$ cat config.mk
export PLATFORM = sky130hd
export DESIGN_NAME = matrix_input_parser
export DESIGN_NICKNAME = d
export VERILOG_FILES = /design/src/rtl/project_pkg.sv /design/src/rtl/input_timeout_counter.sv /design/src/rtl/matrix_input_parser.sv
export SDC_FILE = /design/constraint.sdc
export NUM_CORES = 1
export LEC_CHECK = 0
export CAP_MARGIN = 20
export CORE_MARGIN = 4
export CORE_UTILIZATION = 48
export DETAILED_ROUTE_END_ITERATION = 10
export HOLD_SLACK_MARGIN = 0.06
export PLACE_DENSITY = 0.8
export SLEW_MARGIN = 0
export SYNTH_ARGS = -nofsm -noshare
export SYNTH_HDL_FRONTEND = slang
export SYNTH_SLANG_ARGS = --single-unit
$ cat constraint.sdc
create_clock -name clk -period 3.3 [get_ports clk]
set_clock_uncertainty 0.05 [all_clocks]
set_input_delay 0.66 -clock clk [delete_from_list [all_inputs] [get_ports clk]]
set_output_delay 0.66 -clock clk [all_outputs]
set_load 0.01 [all_outputs]
$ cat src/rtl/project_pkg.sv
// Shared matrix types, dimension limits, FSM encodings and the input error enum
// used by the matrix input parser.
package project_pkg;

   localparam int MAX_ROWS  = 4;
   localparam int MAX_COLS  = 4;
   localparam int ROW_IDX_W = $clog2(MAX_ROWS);
   localparam int COL_IDX_W = $clog2(MAX_COLS);
   // Wide enough to hold the dimension count itself (1..MAX), not just an index.
   localparam int DIM_W     = $clog2(((MAX_ROWS > MAX_COLS) ? MAX_ROWS : MAX_COLS) + 1);

   typedef logic signed [7:0] matrix_element_t;

   typedef struct packed {
      logic [DIM_W-1:0]                                 rows;
      logic [DIM_W-1:0]                                 cols;
      matrix_element_t [MAX_ROWS-1:0][MAX_COLS-1:0]     cells;
   } matrix_t;

   typedef enum logic [1:0] {
      ERR_NONE    = 2'd0,
      ERR_DIM     = 2'd1,
      ERR_ELEM    = 2'd2,
      ERR_TIMEOUT = 2'd3
   } input_err_t;

   localparam logic [2:0] ST_IDLE      = 3'd0;
   localparam logic [2:0] ST_WAIT_M    = 3'd1;
   localparam logic [2:0] ST_WAIT_N    = 3'd2;
   localparam logic [2:0] ST_WAIT_ELEM = 3'd3;
   localparam logic [2:0] ST_WRITE     = 3'd4;
   localparam logic [2:0] ST_EXIT_WAIT = 3'd5;

   function automatic logic dim_ok(input logic [7:0] b, input int max_dim);
      return (b != 8'd0) && (int'(b) <= max_dim);
   endfunction

endpackage

$ cat src/rtl/input_timeout_counter.sv
// Idle-cycle counter for the parser's byte timeout; only instantiated when
// INPUT_TIMEOUT_EN is defined.
module input_timeout_counter
   import project_pkg::*;
#(
   parameter int unsigned LIMIT = 100_000_000
) (
   input  logic clk,
   input  logic rst_n,
   input  logic clear,
   input  logic enable,
   output logic expired
);

   logic [31:0] cnt;

   // Saturates at LIMIT so expired stays asserted until cleared.
   always_ff @(posedge clk) begin
      if (!rst_n || clear) begin
         cnt <= '0;
      end else if (enable && !expired) begin
         cnt <= cnt + 32'd1;
      end
   end

   assign expired = (cnt == LIMIT);

endmodule

$ cat src/rtl/matrix_input_parser.sv
// Parses a UART byte stream (m, n, m*n signed elements) into a matrix_t and hands
// it to storage over a wr_en/wr_ready handshake. Optional timeout: INPUT_TIMEOUT_EN.
module matrix_input_parser
   import project_pkg::*;
#(
   parameter int ELEM_MIN       = 0,
   parameter int ELEM_MAX       = 9,
   parameter int TIMEOUT_CYCLES = 100_000_000
) (
   input  logic       clk,
   input  logic       rst_n,
   input  logic       start_en,
   input  logic       btn_quit,
   input  logic [7:0] rx_data,
   input  logic       rx_done,
   output logic       wr_en,
   output matrix_t    wr_data,
   input  logic       wr_ready,
   output logic       err_pulse,
   output input_err_t err_code,
   output logic       input_done,
   output logic       input_active,
   output logic [2:0] state_dbg
);

   logic [2:0]           state;
   logic [DIM_W-1:0]     m_reg;
   logic [DIM_W-1:0]     n_reg;
   logic [ROW_IDX_W-1:0] cur_r;
   logic [COL_IDX_W-1:0] cur_c;
   logic                 quit_pend;
   logic                 timeout_hit;
   logic signed [7:0]    elem;
   logic                 elem_ok;
   logic                 dim_m_ok;
   logic                 dim_n_ok;
   logic                 last_col;
   logic                 last_row;

   always_comb begin
      elem     = signed'(rx_data);
      elem_ok  = (int'(elem) >= ELEM_MIN) && (int'(elem) <= ELEM_MAX);
      dim_m_ok = dim_ok(rx_data, MAX_ROWS);
      dim_n_ok = dim_ok(rx_data, MAX_COLS);
      last_col = (DIM_W'(cur_c) == (n_reg - DIM_W'(1)));
      last_row = (DIM_W'(cur_r) == (m_reg - DIM_W'(1)));
   end

`ifdef INPUT_TIMEOUT_EN
   logic to_en;
   logic to_clear;
   logic to_expired;

   // Clearing whenever outside WAIT_N/WAIT_ELEM restarts the count on entry.
   assign to_en    = (state == ST_WAIT_N) || (state == ST_WAIT_ELEM);
   assign to_clear = rx_done || !to_en;

   input_timeout_counter #(
      .LIMIT (TIMEOUT_CYCLES)
   ) u_timeout (
      .clk     (clk),
      .rst_n   (rst_n),
      .clear   (to_clear),
      .enable  (to_en),
      .expired (to_expired)
   );

   assign timeout_hit = to_en && to_expired;
`else
   // Never true: without the timeout feature the parser waits indefinitely.
   assign timeout_hit = (TIMEOUT_CYCLES < 0);
`endif

   // Write handshake: wr_en rises with wr_data fully assembled and both hold
   // unchanged until a cycle with wr_en && wr_ready; wr_en drops the next cycle.
   always_ff @(posedge clk) begin
      if (!rst_n) begin
         state      <= ST_IDLE;
         wr_en      <= 1'b0;
         wr_data    <= '0;
         err_pulse  <= 1'b0;
         err_code   <= ERR_NONE;
         input_done <= 1'b0;
         m_reg      <= '0;
         n_reg      <= '0;
         cur_r      <= '0;
         cur_c      <= '0;
         quit_pend  <= 1'b0;
      end else begin
         err_pulse  <= 1'b0;
         input_done <= 1'b0;
         if (!start_en) begin
            state     <= ST_IDLE;
            wr_en     <= 1'b0;
            quit_pend <= 1'b0;
         end else begin
            case (state)
               ST_IDLE: begin
                  state   <= ST_WAIT_M;
                  wr_data <= '0;
               end
               ST_WAIT_M: begin
                  if (btn_quit) begin
                     state      <= ST_EXIT_WAIT;
                     input_done <= 1'b1;
                     wr_data    <= '0;
                  end else if (rx_done) begin
                     if (dim_m_ok) begin
                        m_reg <= rx_data[DIM_W-1:0];
                        state <= ST_WAIT_N;
                     end else begin
                        err_pulse <= 1'b1;
                        err_code  <= ERR_DIM;
                     end
                  end
               end
               ST_WAIT_N: begin
                  if (btn_quit) begin
                     state      <= ST_EXIT_WAIT;
                     input_done <= 1'b1;
                     wr_data    <= '0;
                  end else if (rx_done) begin
                     if (dim_n_ok) begin
                        n_reg <= rx_data[DIM_W-1:0];
                        cur_r <= '0;
                        cur_c <= '0;
                        state <= ST_WAIT_ELEM;
                     end else begin
                        err_pulse <= 1'b1;
                        err_code  <= ERR_DIM;
                        state     <= ST_WAIT_M;
                        wr_data   <= '0;
                     end
                  end else if (timeout_hit) begin
                     err_pulse <= 1'b1;
                     err_code  <= ERR_TIMEOUT;
                     state     <= ST_WAIT_M;
                     wr_data   <= '0;
                  end
               end
               ST_WAIT_ELEM: begin
                  if (btn_quit) begin
                     state      <= ST_EXIT_WAIT;
                     input_done <= 1'b1;
                     wr_data    <= '0;
                  end else if (rx_done) begin
                     if (elem_ok) begin
                        wr_data.cells[cur_r][cur_c] <= elem;
                        if (last_col) begin
                           cur_c <= '0;
                           if (last_row) begin
                              state        <= ST_WRITE;
                              wr_en        <= 1'b1;
                              wr_data.rows <= m_reg;
                              wr_data.cols <= n_reg;
                           end else begin
                              cur_r <= cur_r + ROW_IDX_W'(1);
                           end
                        end else begin
                           cur_c <= cur_c + COL_IDX_W'(1);
                        end
                     end else begin
                        err_pulse <= 1'b1;
                        err_code  <= ERR_ELEM;
                        state     <= ST_WAIT_M;
                        wr_data   <= '0;
                     end
                  end else if (timeout_hit) begin
                     err_pulse <= 1'b1;
                     err_code  <= ERR_TIMEOUT;
                     state     <= ST_WAIT_M;
                     wr_data   <= '0;
                  end
               end
               ST_WRITE: begin
                  if (btn_quit) begin
                     quit_pend <= 1'b1;
                  end
                  if (wr_ready) begin
                     wr_en <= 1'b0;
                     if (quit_pend || btn_quit) begin
                        quit_pend  <= 1'b0;
                        input_done <= 1'b1;
                        state      <= ST_EXIT_WAIT;
                     end else begin
                        state <= ST_WAIT_M;
                     end
                     wr_data <= '0;
                  end
               end
               ST_EXIT_WAIT: begin
                  state <= ST_EXIT_WAIT;
               end
               default: begin
                  state <= ST_IDLE;
                  wr_en <= 1'b0;
               end
            endcase
         end
      end
   end

   assign input_active = (state != ST_IDLE);
   assign state_dbg    = state;

endmodule

# Word-level counts from Yosys, hierarchy flattened
# Index checks and enable logic that the tools add are counted.
# word_totals
register_bits	153
inputBits	14
output_inout_bits	143
elab_cells	166
# classes
addsub	4
order_cmp	7
n_eq_ne	29
mux	72
n_bitwise	2
reduce_logical	24
# ops
operator	n
134-bit two-way mux	8
134-bit one-hot mux with 5 select lines	1
128-bit bitwise mux	1
32-bit demux with 2-bit select	1
2-bit two-way mux	19
3-bit two-way mux	12
32-bit two-way mux	1
2-bit inequality test (second input constant)	14
7-bit AND reduction	3
1-bit two-way mux	18
3-bit one-hot mux with 6 select lines	1
8-bit demux with 2-bit select	1
8-bit AND reduction	2
3-bit inequality test (second input constant)	5
6-bit two-way mux	2
2-bit one-hot mux with 2 select lines	3
10-bit AND reduction	1
5-bit AND reduction	2
9-bit AND reduction	1
8-bit by 1-bit greater-or-equal comparator with 1-bit output (second input constant)	1
8-bit by 3-bit <= comparator with 1-bit output (second input constant)	1
8-bit by 5-bit <= comparator with 1-bit output (second input constant)	1
8-bit two-way mux	1
4-bit inequality test (second input constant)	2
other kinds (23)	36

# Depth between registers and ports, before layout
# depth
ltp_word	11
ltp_mapped	8

# Worst setup path before layout
# Ideal clock, no wire load.
# synth_path
kind	input -> register
start	in rx_data[7]
end	reg wr_data[40] in the netlist's numbering
setup_ps	121
arrival_ps	2561
setup_slack_ps	568
stages	7
n_path_buf	2
path_cell_list	or4_1 buf_2 nor4_4 a2111oi_2 nand3_1 buf_2 a2bb2o_1
# synth_via
elab_chain_len	6
elab_cells_between_ends	12
classes_between	3 x order compare; 1 x eq/ne; 4 x mux; 4 x reduce/logical
# synth_lines
element	line_no	rtl
start: declaration	matrix_input_parser.sv:14	input logic [7:0] rx_data,
8-bit by 1-bit greater-or-equal comparator with 1-bit output / 8-bit by 5-bit <= comparator with 1-bit output (equally long branches)	matrix_input_parser.sv:42	elem_ok = (int'(elem) >= ELEM_MIN) && (int'(elem) <= ELEM_MAX);
1-bit logical AND	matrix_input_parser.sv:42	
134-bit two-way mux	matrix_input_parser.sv:147	if (elem_ok) begin
134-bit two-way mux	matrix_input_parser.sv:146	end else if (rx_done) begin
134-bit two-way mux	matrix_input_parser.sv:142	if (btn_quit) begin
134-bit one-hot mux with 5 select lines	matrix_input_parser.sv:97	case (state)
end: declaration	matrix_input_parser.sv:17	output matrix_t wr_data,
# Parallel ways exist; a longest one is shown, timed or not. The select of a mux whose other input is x is not followed.
# A chain may end at the register's enable or synchronous reset.

# Final worst setup path
# layout_path
start	in rx_data[7]
end	reg cur_c[0]
# layout_via
elab_chain_len	4
elab_cells_between_ends	9
classes_between	3 x order compare; 2 x eq/ne; 4 x reduce/logical
# layout_lines
element	line_no	rtl
8-bit by 3-bit <= comparator with 1-bit output (tied with other cells)	project_pkg.sv:35	return (b != 8'd0) && (int'(b) <= max_dim);
1-bit logical AND (on tied branches)	project_pkg.sv:35, matrix_input_parser.sv:42	
2-bit inequality test (no line)	n/a	
8-bit AND reduction (no line) *	n/a	
end signal: assignment	matrix_input_parser.sv:160	cur_c <= cur_c + COL_IDX_W'(1);
end: declaration	matrix_input_parser.sv:30	logic [COL_IDX_W-1:0] cur_c;
# Every way passes the cells marked *; elsewhere a longest branch is shown, timed or not.

==> results.txt <==
----------------------------------------------------
[Drt]
  Antenna Nets Post-Route ... 0
  Vias ... roughly 4700
  Routed length per instance ... between 15 and 20 um
  Detailed-route wire length ... ~15000 um
  Iteration-0 DRC Markers ... about 310
  First-pass iteration count of the detailed router ... 4
  Detail-routed via count per cell ... about 5.5
  Detailed-route DRC error count ... 0

[Die]
  IO Pins ... about 160
  Starting Density ... 49.6%
  Area of the die ... 13700 um^2
  Die W ... 117 um
  Number of core rows ... 39
  Core area ... about 12000 um^2
  Y dimension of the die ... between 100 and 150 um

[Placed design]
  Final weighted congestion in routability-driven placement ... 0.908
  Hpwl dp ... around 11000 um
  Number of buffer cells added on primary ports ... 156

[Yosys]
  Area share of and/or/nand/nor cells after synthesis ... between 10% and 20%
  Portion of netlist area occupied by mux cells ... around 2.1%
  Post-synthesis cell area ... approximately 5700 um^2
  Xor and xnor area share after synthesis ... less than 1%
  Top post-synthesis cells by area ... sky130_fd_sc_hd__dfxtp_1, sky130_fd_sc_hd__o2bb2ai_1, sky130_fd_sc_hd__and2_1
  Fraction of synthesized cell area taken by the top area cell type ... 53.6%
  Syn Area/Cell ... 10.6 um^2
  Synth area leader ... sky130_fd_sc_hd__dfxtp_1
  Net count after synthesis ... about 560
  Unique masters post-synth ... 49
  Count of state elements after synthesis ... about 150
  Number of standard cells after synthesis ... approximately 540
  Post-synthesis adder-cell area fraction ... 2.19%
  Ys Warns ... 0
  Portion of the post-synthesis area used by sequential elements ... 53.6%
  Compound-cell area share of the yosys netlist ... 19.8%
  Largest family of logic cells by synthesized area ... compound AO/OA/AOI/OAI gates

[Power]
  Total power consumption of the routed design ... between 4 and 5 mW
  Clock share of power ... approximately half
  Switch share ... between 20% and 30%
  Total internal power ... 3.20 mW
  Worst IR drop on VDD ... between 0.3 and 0.4 mV
  Sequential power share ... a little under half
  Switching power ... a little over 800 uW
  Leakage power summed over all cells ... ~3.0 nW
  Ratio of total power to cell area ... around 500 nW/um^2
  Portion of total power attributed to combinational logic ... 4.3%

[Timing]
  Final cycle utilization of the critical path ... approximately 89%
  Final hold violation count ... 0
  Time the worst path needs with I/O delays and setup ... between 2 and 3 ns
  Setup repair after global routing missed its margin ... false
  Worst Hold Margin ... between 0.4 and 0.5 ns
  Sum of negative setup slack ... 0 ns
  Number of endpoints failing setup at the final stage ... 0
  Max-slew headroom at the worst pin ... between 50 and 60%
  Fin. max-slew vios ... 0
  Slew at the pin closest to its max-slew limit ... between 0.6 and 0.7 ns
  Achievable frequency ... around 340 MHz

[Clock network]
  Number of clock sinks ... between 150 and 200
  Setup Buffers After CTS ... 0
  H-tree levels ... 4
  Total clock buffers created by CTS ... 17
  CTS tree ... done
  Hold_buf cts ... 0
  Number of buffers on the longest clock path ... 2
  Skew-Pair Late Insertion Delay ... 0.42 ns
  Post-CTS Resized ... 0
  Clock-pin transition on the worst setup and hold timing paths ... approximately 0.05 ns
  Clock Tree Root ... sky130_fd_sc_hd__clkbuf_16

[GRT]
  Wire length of the first global-routing pass ... 24500 um
  Overall fraction of global-route tracks in use ... 23.1%
  Via count of the first global-routing pass ... about 4700
  Remaining Overflow, GRT ... 0
  Largest net degree at the start of global routing ... 32
  Number of antenna violations at the first check in global routing ... 1

[Critical path]
  Standard cell with the maximum stage delay on the critical path ... sky130_fd_sc_hd__or4_1
  Critical path's most frequent cell ... sky130_fd_sc_hd__or4_1
  Largest fanout of any net on the critical path ... 9
  Worst endpoint data arrival time ... 3.21 ns
  Slowest stage delay, CP ... about 0.71 ns
  Buf/Inv on CP ... 2
  Top Family by Delay on Critical Path ... simple AND/OR/NAND/NOR gates
  Cells along the critical path ... clkdlybuf4s50_1 -> or4_1 -> nor4_4 -> buf_4 -> o2111ai_2 -> or4_1 -> a21boi_0
  Kind of start point of the critical path ... primary input
  Critical path type ... primary input to flip-flop
  Type of element capturing the critical path ... flip-flop
  Worst EP required ... 3.58 ns

[Finish]
  Register with the highest flop count ... wr_data
  Diodes inserted ... 0
  Top library cells by usage in the layout, fill and taps aside ... sky130_fd_sc_hd__clkdlybuf4s50_1, sky130_fd_sc_hd__dfxtp_1, sky130_fd_sc_hd__and2_1, sky130_fd_sc_hd__nand2_1, sky130_fd_sc_hd__o2bb2ai_1
  Post-synthesis to final-layout area growth ... 40.8%
  Ratio of cells with drive above 1 in the final layout ... about a tenth
  Most common cell after layout, fill and taps aside ... sky130_fd_sc_hd__clkdlybuf4s50_1
  Flip-flop count of the largest register after layout ... 134
  Count of nets after finishing ... approximately 720

[Flow run]
  Max capacitance violation total ... 0

[Outcome]
  Status ... finished, final reports clean

[Hold path]
  Path type of the worst min-delay path ... flip-flop to flip-flop

----------------------------------------------------
[per-layer routing]
layer / global-route usage, % / share of wire [%]
met5: 0 / 0.13
met1: 28.0 / 42
met4: 9.25 / 2.7
met3: 10.3 / 9.0
met2: 36.1 / 46
[path summary, 6_finish.rpt]
check                                                from                   endpoint  slack (ns)  depth (start not counted)
worst max-delay path                           rx_data[7]      cur_c[0]$_SDFFE_PN0P_        0.37                          7
worst max register to register  state_dbg[2]$_SDFFE_PN0P_  wr_data[120]$_SDFFE_PN0P_        0.61                          6
worst min-delay path            wr_data[127]$_SDFFE_PN0P_  wr_data[127]$_SDFFE_PN0P_        0.40                          1
worst min register to register  wr_data[127]$_SDFFE_PN0P_  wr_data[127]$_SDFFE_PN0P_        0.40                          1
[power groups by stage]
stage / registers, mW / clock network (mW) / logic [mW]
2_1_floorplan: 1.89 / 0 / 0.111
3_3_place_gp: 1.89 / 0 / 0.167
3_5_place_dp: 1.89 / 0 / 0.171
4_1_cts: 1.85 / 2.02 / 0.172
5_1_grt: 1.85 / 2.10 / 0.188
6_report: 1.85 / 1.98 / 0.173
[metrics by stage]
step,utilization (%),cells,setup WS (ns),instance area (um^2)
2_1_floorplan,-,538,0.568,5710
3_3_place_gp,64.6,821,0.0645,7440
3_5_place_dp,64.6,821,-0.0285,7440
4_1_cts,69.9,848,0.402,8040
5_1_grt,69.9,848,0.249,8040
6_report,69.9,848,0.367,8040
[Yosys cell counts, drive strengths merged]
| cell | instances |
|---|---|
| dfxtp | 153 |
| and2 | 65 |
| nand2 | 54 |
| o2bb2ai | 53 |
| nand3 | 29 |
| a21boi | 20 |
| clkbuf | 18 |
| buf | 14 |
| o21ai | 14 |
| a2bb2o | 12 |
| mux2i | 12 |
| inv | 11 |
| ha | 10 |
| a21oi | 9 |
| nor2 | 8 |
| nor2b | 7 |
| nor4 | 5 |
| and3 | 4 |
| xor2 | 4 |
| a211oi | 3 |
| a31oi | 3 |
| o21a | 3 |
| or3 | 3 |
| nand3b | 2 |
| nand4 | 2 |
| nor3 | 2 |
| o22ai | 2 |
| or4 | 2 |
| xnor2 | 2 |
| a2111oi | 1 |
| a21o | 1 |
| a311oi | 1 |
| a31o | 1 |
| nand2b | 1 |
| nand4b | 1 |
| nor3b | 1 |
| nor4b | 1 |
| o2111ai | 1 |
| o22a | 1 |
| o32ai | 1 |
| or2 | 1 |
[layout make-up]
class                           instances  area, um^2
Inverter                               11        41.3
Clock inverter                          8         149
Multi-Input combinational cell        342        2480
Tap cell                              143         179
Sequential cell                       153        3060
Clock buffer                           19         453
Fill cell                             834        3470
Timing Repair Buffer                  172        1680
[worst reg2reg max path, cell delays in order (launching register included)]
cell and delay (ns):
sky130_fd_sc_hd__dfxtp_1 0.68, sky130_fd_sc_hd__nor4b_1 0.15, sky130_fd_sc_hd__a31o_2 0.27, sky130_fd_sc_hd__a2111oi_4 0.38, sky130_fd_sc_hd__buf_4 0.39, sky130_fd_sc_hd__nand3_2 0.41
sky130_fd_sc_hd__o2bb2ai_1 0.28
[kinds of logic after synthesis]
group | Yosys count
buffers and inverters | 43
XOR/XNOR | 6
adder cells (fa/ha/maj) | 10
AO/OA/AOI/OAI | 126
multiplexers | 12
flip-flops | 153
AND/OR/NAND/NOR | 188
No activity file was read; power rests on OpenSTA's default activity.
